===== src/rtl/ifetch_queue.sv =====
// rtl/ifetch_queue.sv - MIPS fetch stage: sequential PC generation, imem req/ack, {pc,inst} FIFO to decode (optional FETCH_STATS_EN)
module ifetch_queue #(
    parameter int          DEPTH    = 4,
    parameter logic [31:0] RESET_PC = 32'h0
) (
    input  logic                       clk,
    input  logic                       rst,
    output logic                       imem_req,
    output logic [31:0]                imem_addr,
    input  logic                       imem_ack,
    input  logic [31:0]                imem_rdata,
    input  logic                       redirect,
    input  logic [31:0]                redirect_pc,
    input  logic                       id_ready,
    output logic                       id_valid,
    output logic [31:0]                id_inst,
    output logic [31:0]                id_pc,
    output logic [$clog2(DEPTH+1)-1:0] q_count
`ifdef FETCH_STATS_EN
    ,
    output logic [15:0]                stat_flush_cnt
`endif
);

    localparam int PW = $clog2(DEPTH);
    localparam int CW = $clog2(DEPTH+1);

    typedef enum logic [1:0] {IDLE, REQ, DROP} state_t;

    state_t          state, state_nxt;
    logic [31:0]     fpc, fpc_nxt, addr_nxt, fpc_inc;
    logic [31:0]     pc_mem   [DEPTH];
    logic [31:0]     inst_mem [DEPTH];
    logic [PW-1:0]   wr_ptr, rd_ptr;
    logic [CW-1:0]   count_nxt;
    logic            push, pop;

    // A response is only queued from REQ; a redirect in the same cycle wins and drops it
    assign push     = (state == REQ) & imem_ack & ~redirect;
    assign pop      = id_valid & id_ready;
    assign fpc_inc  = fpc + 32'd4;
    assign imem_req = (state == REQ) | (state == DROP);
    assign id_valid = (q_count != '0);
    assign id_pc    = id_valid ? pc_mem[rd_ptr]   : 32'h0;
    assign id_inst  = id_valid ? inst_mem[rd_ptr] : 32'h0;

    // Occupancy after this cycle's push/pop, ignoring flush
    always_comb begin
        count_nxt = q_count;
        if (push && !pop) begin
            count_nxt = q_count + CW'(1);
        end else if (pop && !push) begin
            count_nxt = q_count - CW'(1);
        end
    end

    // Fetch FSM: next state, next fetch PC and held request address
    always_comb begin
        state_nxt = state;
        fpc_nxt   = fpc;
        addr_nxt  = imem_addr;
        if (redirect) begin
            fpc_nxt = redirect_pc & 32'hFFFF_FFFC;
            case (state)
                REQ, DROP: state_nxt = imem_ack ? IDLE : DROP;
                default:   state_nxt = IDLE;
            endcase
        end else begin
            case (state)
                IDLE: begin
                    if (q_count < CW'(DEPTH)) begin
                        state_nxt = REQ;
                        addr_nxt  = fpc;
                    end
                end
                REQ: begin
                    if (imem_ack) begin
                        fpc_nxt   = fpc_inc;
                        addr_nxt  = fpc_inc;
                        state_nxt = (count_nxt < CW'(DEPTH)) ? REQ : IDLE;
                    end
                end
                DROP: begin
                    // Flush emptied the queue, so the redirected fetch always has room
                    if (imem_ack) begin
                        state_nxt = REQ;
                        addr_nxt  = fpc;
                    end
                end
                default: state_nxt = IDLE;
            endcase
        end
    end

    // State, PC and FIFO control registers; redirect flushes the queue
    always_ff @(posedge clk) begin
        if (rst) begin
            state     <= IDLE;
            fpc       <= RESET_PC;
            imem_addr <= RESET_PC;
            q_count   <= '0;
            wr_ptr    <= '0;
            rd_ptr    <= '0;
        end else begin
            state     <= state_nxt;
            fpc       <= fpc_nxt;
            imem_addr <= addr_nxt;
            if (redirect) begin
                q_count <= '0;
                wr_ptr  <= '0;
                rd_ptr  <= '0;
            end else begin
                q_count <= count_nxt;
                if (push) wr_ptr <= wr_ptr + PW'(1);
                if (pop)  rd_ptr <= rd_ptr + PW'(1);
            end
        end
    end

    // FIFO storage write; entries are qualified by q_count so no reset needed
    always_ff @(posedge clk) begin
        if (push && !rst) begin
            pc_mem[wr_ptr]   <= fpc;
            inst_mem[wr_ptr] <= imem_rdata;
        end
    end

`ifdef FETCH_STATS_EN
    logic        discard;
    logic [1:0]  stat_inc;
    logic [16:0] stat_sum;

    assign discard  = imem_req & imem_ack & ((state == DROP) | redirect);
    assign stat_inc = {1'b0, redirect} + {1'b0, discard};
    assign stat_sum = {1'b0, stat_flush_cnt} + {15'b0, stat_inc};

    // Saturating count of redirect cycles plus discarded responses
    always_ff @(posedge clk) begin
        if (rst) begin
            stat_flush_cnt <= 16'h0;
        end else begin
            stat_flush_cnt <= stat_sum[16] ? 16'hFFFF : stat_sum[15:0];
        end
    end
`endif

endmodule


===== config.mk =====
export PLATFORM = sky130hd
export DESIGN_NAME = ifetch_queue
export DESIGN_NICKNAME = d
export VERILOG_FILES = /design/src/rtl/ifetch_queue.sv
export SDC_FILE = /design/constraint.sdc
export NUM_CORES = 1
export LEC_CHECK = 0
export CORE_ASPECT_RATIO = 1.4
export CORE_MARGIN = 2
export CORE_UTILIZATION = 46
export DETAILED_ROUTE_END_ITERATION = 7
export GPL_TIMING_DRIVEN = 0
export PLACE_DENSITY = 0.68
export SLEW_MARGIN = 30
export SYNTH_ARGS = -nofsm -noshare
export SYNTH_HDL_FRONTEND = slang
export SYNTH_SLANG_ARGS = --single-unit

===== constraint.sdc =====
create_clock -name clk -period 5 [get_ports clk]
set_clock_uncertainty 0.15 [all_clocks]
set_input_delay 1 -clock clk [delete_from_list [all_inputs] [get_ports clk]]
set_output_delay 1 -clock clk [all_outputs]
set_load 0.01 [all_outputs]

==> metrics.yaml, run 1 <==
global_route:
  grt_pass1_vias: 7996
  grt_max_degree: 38
  antenna_found_initial: 0
  grt_pass1_wl_um: 45500
  grt_overflow: 0
  grt_util_all_layers: 0.197
critical_path:
  worstPathRequired_ns: 3.85
  crit_arrival_ns: 3.35
  reg2reg_from: "q_count[0]$_SDFFE_PP0P_"
  cp_slowest_cell: "buf_1"
  cp-start-kind: "flip-flop"
  critPathMaxStageDelay_ns: 0.71
  crit_fanout: 10
  path_class: "flip-flop to output port"
  r2r_end: "state[0]$_SDFFE_PP0P_"
  rrSetupSlack_ns: 1.81
  worstPathCellList: "clkbuf_1 > buf_1 > mux4_2 > and2_1 > clkdlybuf4s50_1"
  setup.worst_path.end: "id_pc[13]"
  r2r_cells: 12
  endpoint_kind: "output port"
yosys:
  yosys.area.top_type_share: 0.563
  synth_edf_count: 248
  synth_area_per_cell_um2: 15.2
  synthCells: 868
  synth_common_cells: "edfxtp_1 (248), dfxtp_1 (71), and2_1 (63)"
  synth.distinct_cells: 41
  synth_area_mm2: 0.0132
  yosysTopAreaCell: "edfxtp_1"
  synth-seq-cells: 319
  async_flop_share: 0
  ys_top_cells_by_area: "edfxtp_1 (56%), dfxtp_1 (11%), mux4_2 (11%), and2_1 (3.0%), xnor2_1 (2.8%)"
  yosysMostFrequentCell: "edfxtp_1"
  synth-main-ff-cell: "edfxtp_1"
  seq_area_frac_synth: 0.670
  yosys_warnings: 0
timing:
  fin_crit_sh: 0.899
  slew_viol_final: 0
  totalNegativeSetupSlack_ns: 0
  max_freq_mhz: 222
  fin_hold_ws_ns: 0.348
  rsz0062_at_grt: "no"
  slew_headroom: 0.428
  min_period_ns: 4.50
  worstMarginPinSlew_ns: 0.850
  finalSetupViolCount: 0
  setup_ws_ns: 0.503
  hold_viol_final: 0
finish:
  stdcell_count: 1465
  area_growth_syn_to_layout_pct: 24.5
  nFillCells: 2255
  drive_above_1_share: 0.146
  final_cell_area_mm2: 0.0165
  fin_nets: 1151
  post-route-util: 0.582
  antennaDiodeCount: 0
floorplanning:
  fp.dieW_um: 147
  die_h_um: 205
  die-area_mm2: 0.0302
  core_area_mm2: 0.0283
  rows: 73
  start_util: 0.467
  ios: 170
route:
  routed_via_density: 5.31
  drt_iter0_markers: 411
  via_count: 7774
  wl_per_cell_um: 20.3
  ant_nets: 0
  drtPass1Iterations: 4
  drt_wl_total_um: 29800
  drc: 0
power:
  ir_drop_v: 0.000255
  total_power_mw: 5.65
  clockPowerShare: 0.417
  power_frac_seq: 0.524
  power.switching_mw: 1.19
  power.density_mw_per_mm2: 343
  comb_power_share: 0.059
  internal-power_mw: 4.45
  leakage_nw: 5.24
  switching_share: 0.211
clocking:
  hold_buffers: 0
  clkLatencyLatePin_ns: 0.56
  post_cts_buffers: 0
  cts_resized: 0
  clock_tree.root_cell: "clkbuf_16"
  clk_pin_slew_worst_paths_ns: 0.07
  numCtsBuffers: 29
  cts.htree.levels: 1
  cts.sinks: 319
  cts_buffer_depth: 3
  tritoncts: "built"
placement:
  dp_hpwl_um: 20200
  place_area_mm2: 0.0154
  place.gp.congestion: 0.912
  port_buffers: 162
  dp_slack_ns: 0.992
  dp.cells: 1412
hold_path:
  hold_class: "flip-flop to flip-flop"
run_status:
  status: "finished, final reports clean"
job:
  maxCapViolCount: 0
==> cells in the final DEF, fill, tap and decap left out, drive strengths merged, types with 27 or more instances in the layout <==
cell type,synthesis,layout
clkdlybuf4s50,0,162
a21oi,31,31
edfxtp,248,248
dfxtp,71,71
nand2,37,37
a211oi,35,35
clkbuf,36,77
xnor2,42,42
and2,63,63
buf,23,27
nor2,59,59
mux4,62,62
==> power by group through the flow <==
stage / clock [mW] / combinational [mW] / sequential (mW)
after detailed placement: 0 / 0.332 / 3.01
final: 2.36 / 0.333 / 2.96
after global routing: 2.50 / 0.361 / 2.96
after CTS: 2.40 / 0.335 / 2.96
after floorplan: 0 / 0.147 / 3.01
after global placement: 0 / 0.329 / 3.01
==> kinds of logic (layout without fill, tap and decap cells) <==
| group | Yosys count | count (layout) | synth area share |
|---|---|---|---|
| compound gates | 88 | 88 | 0.0418 |
| xor+xnor | 59 | 59 | 0.0391 |
| fa+ha+maj | 14 | 14 | 0.0132 |
| buf+inv | 72 | 291 | 0.0232 |
| flops | 319 | 319 | 0.670 |
| mux | 66 | 66 | 0.109 |
| other cells | 1 | 4 | 0.000283 |
| simple gates | 249 | 249 | 0.104 |
==> layout make-up <==
| cell class | instances | area [µm²] | area share |
|---|---|---|---|
| inverter | 13 | 48.8 | 0.00296 |
| clock buffer | 41 | 916 | 0.0556 |
| timing repair buffer | 166 | 1700 | 0.103 |
| multi-input combinational | 480 | 4090 | 0.248 |
| buffer | 59 | 258 | 0.0156 |
| clock inverter | 12 | 129 | 0.00782 |
| tap | 375 | 469 | 0.0285 |
| sequential | 319 | 8870 | 0.538 |
==> how the worst min path moves through the flow <==
stage,slack [ns],startpoint,end,depth (start not counted)
detailed placement,0.34,imem_addr[17]$_SDFFE_PP0P_,imem_addr[17]$_SDFFE_PP0P_,2
CTS,0.35,wr_ptr[1]$_SDFFE_PP0N_,wr_ptr[1]$_SDFFE_PP0N_,2
finish,0.35,wr_ptr[1]$_SDFFE_PP0N_,wr_ptr[1]$_SDFFE_PP0N_,2
global placement,0.33,wr_ptr[1]$_SDFFE_PP0N_,wr_ptr[1]$_SDFFE_PP0N_,2
global route,0.38,imem_addr[4]$_SDFFE_PP0P_,imem_addr[4]$_SDFFE_PP0P_,2
floorplan,0.30,fpc[10]$_SDFFE_PP0P_,pc_mem[0][10]$_DFFE_PP_,0
==> layer usage <==
layer,share of wire,routed length [µm],up-vias,GRT usage
li1,-,-,3676,-
met1,0.41,12200,3849,0.239
met2,0.52,15600,196,0.361
met3,0.035,1050,53,0.0207
met4,0.031,926,0,0.0749
met5,0,0,-,0
==> sequential cells by signal, summed over array words and instances (netlist names), named ones only <==
name,flops
inst_mem,128
imem_addr,30
fpc,30
pc_mem,120
wr_ptr,2
state,2
rd_ptr,2
q_count,3
==> worst max-delay path, delay by kind of cell (launching register included) <==
kind,cells,cell delay [ns]
flip-flops,1,0.32
buffers and inverters,3,1.69
multiplexers,1,0.59
AND/OR/NAND/NOR,1,0.20
(Power assumes the default switching activity.)
==> inputs of run 2 (changes only) <==
Settings changed: CORE_MARGIN 2 to default.
==> run 2 against run 1 <==
Net effect:
- setup slack got worse by 0.0070 ns
- highest routed layer unchanged
- combinational power barely moved
- sequential power barely moved
- via count fell by 0.69%
- global-route usage rose by 0.70 points
- die area fell by 2.3%
- total power fell by 2.3%
- sequential share of layout area rose by 0.13 points
- cell count rose by 0.27%
- first-iteration DRC count fell by 1.5%
- non-clock buffer count rose by 1
- register-to-register slack got worse by 0.10 ns
==> metrics.yaml, run 2 (synthesis results as in run 1) <==
route:
  routed_via_density: 5.26
  wl_per_cell_um: 20.2
  ant_nets: 0
  drc: 0
  drt_iter0_markers: 405
  drt_wl_total_um: 29600
  drtPass1Iterations: 5
  via_count: 7720
clocking:
  numCtsBuffers: 30
  post_cts_buffers: 0
  clock_tree.root_cell: "clkbuf_16"
  cts.sinks: 319
  cts_resized: 0
  clkLatencyLatePin_ns: 0.54
  tritoncts: "built"
  cts_buffer_depth: 3
  clk_pin_slew_worst_paths_ns: 0.06
  hold_buffers: 0
  cts.htree.levels: 1
run_status:
  status: "finished, final reports clean"
timing:
  slew_viol_final: 0
  worstMarginPinSlew_ns: 0.982
  finalSetupViolCount: 0
  fin_crit_sh: 0.901
  fin_hold_ws_ns: 0.350
  max_freq_mhz: 222
  min_period_ns: 4.50
  rsz0062_at_grt: "no"
  slew_headroom: 0.339
  hold_viol_final: 0
critical_path:
  crit_fanout: 10
  path_class: "flip-flop to output port"
  crit_arrival_ns: 3.35
  worstPathRequired_ns: 3.85
  cp-start-kind: "flip-flop"
  endpoint_kind: "output port"
  rrSetupSlack_ns: 1.71
global_route:
  antenna_found_initial: 0
  grt_overflow: 0
  grt_util_all_layers: 0.204
  grt_max_degree: 40
  grt_pass1_vias: 7937
  grt_pass1_wl_um: 45700
finish:
  largest_reg_flops: 128
  final_cell_mix: "edfxtp_1 (248), clkdlybuf4s50_1 (162), dfxtp_1 (71), and2_1 (63), mux4_2 (62)"
  largest_register: "inst_mem"
  drive_above_1_share: 0.143
  area_growth_syn_to_layout_pct: 24.2
  largest_registers: "inst_mem (128), pc_mem (120)"
  fin_nets: 1153
  final_common_cell: "edfxtp_1"
  final_cell_area_mm2: 0.0164
  antennaDiodeCount: 0
job:
  maxCapViolCount: 0
placement:
  place_area_mm2: 0.0155
  place.gp.congestion: 0.911
  dp_hpwl_um: 20500
  port_buffers: 162
power:
  leakage_nw: 5.21
  power.density_mw_per_mm2: 336
  ir_drop_v: 0.000297
floorplanning:
  rows: 73
  core_area_mm2: 0.0283
  fp.dieW_um: 145
  die_h_um: 203
  die-area_mm2: 0.0295
  start_util: 0.467
  ios: 170
hold_path:
  hold_class: "flip-flop to flip-flop"
-- run 2: cell count changes in the layout (fill, tap and decap cells not counted), sizes merged --
cell	before	now
clkinvlp	1	2
bufinv	2	3
clkinv	8	14
inv	14	13
clkbuf	77	73
buf	27	28
-- run 2: per-layer routing --
layer / track usage / up-vias / part of all wire
met1: 0.244 / 3820 / 0.40
met2: 0.383 / 186 / 0.54
met4: 0.0635 / 0 / 0.026
met3: 0.0216 / 43 / 0.033
met5: 0 / - / 0
li1: - / 3671 / -
-- run 2: worst paths after layout --
| check | endpoint | cells after the start | startpoint |
|---|---|---|---|
| worst max-delay path | id_pc[13] | 5 | flip-flop |
| worst max register to register | state[0]$_SDFFE_PP0P_ | 12 | q_count[0]$_SDFFE_PP0P_ |
| worst min-delay path | pc_mem[3][7]$_DFFE_PP_ | 0 | fpc[7]$_SDFFE_PP0P_ |
| worst min register to register | pc_mem[3][7]$_DFFE_PP_ | 0 | fpc[7]$_SDFFE_PP0P_ |
-- run 2: final cells by class --
cell class / count / area [µm²]
multi-input combinational: 480 / 4090
clock inverter: 19 / 179
inverter: 13 / 48.8
clock buffer: 37 / 798
timing repair buffer: 167 / 1730
tap: 375 / 469
buffer: 59 / 258
fill: 2286 / 11900
sequential: 319 / 8870
-- run 2: worst max-delay path: stages (launching register included) --
cell and delay [ns]:
dfxtp_1 0.30, clkbuf_1 0.53, buf_1 0.70, mux4_2 0.58, and2_1 0.21, clkdlybuf4s50_1 0.49
-- run 2: power by group --
group	switching [mW]	leakage, nW	internal (mW)
Clock	0.936	0.480	1.29
Sequential	0.0533	2.83	2.90
Combinational	0.167	1.90	0.166
Total	1.16	5.21	4.36
-- run 2: per-stage QoR --
step | std cells | worst slack [ns] | util | power (mW) | TNS (ns)
after CTS | 1469 | 0.368 | 0.581 | 5.57 | 0
after floorplan | 871 | 1.41 | - | 3.15 | 0
after global routing | 1469 | 0.261 | 0.581 | 5.70 | 0
after detailed placement | 1413 | 0.948 | 0.546 | 3.34 | 0
after global placement | 1408 | -0.441 | 0.542 | 3.34 | -105.42
final | 1469 | 0.496 | 0.581 | 5.52 | 0
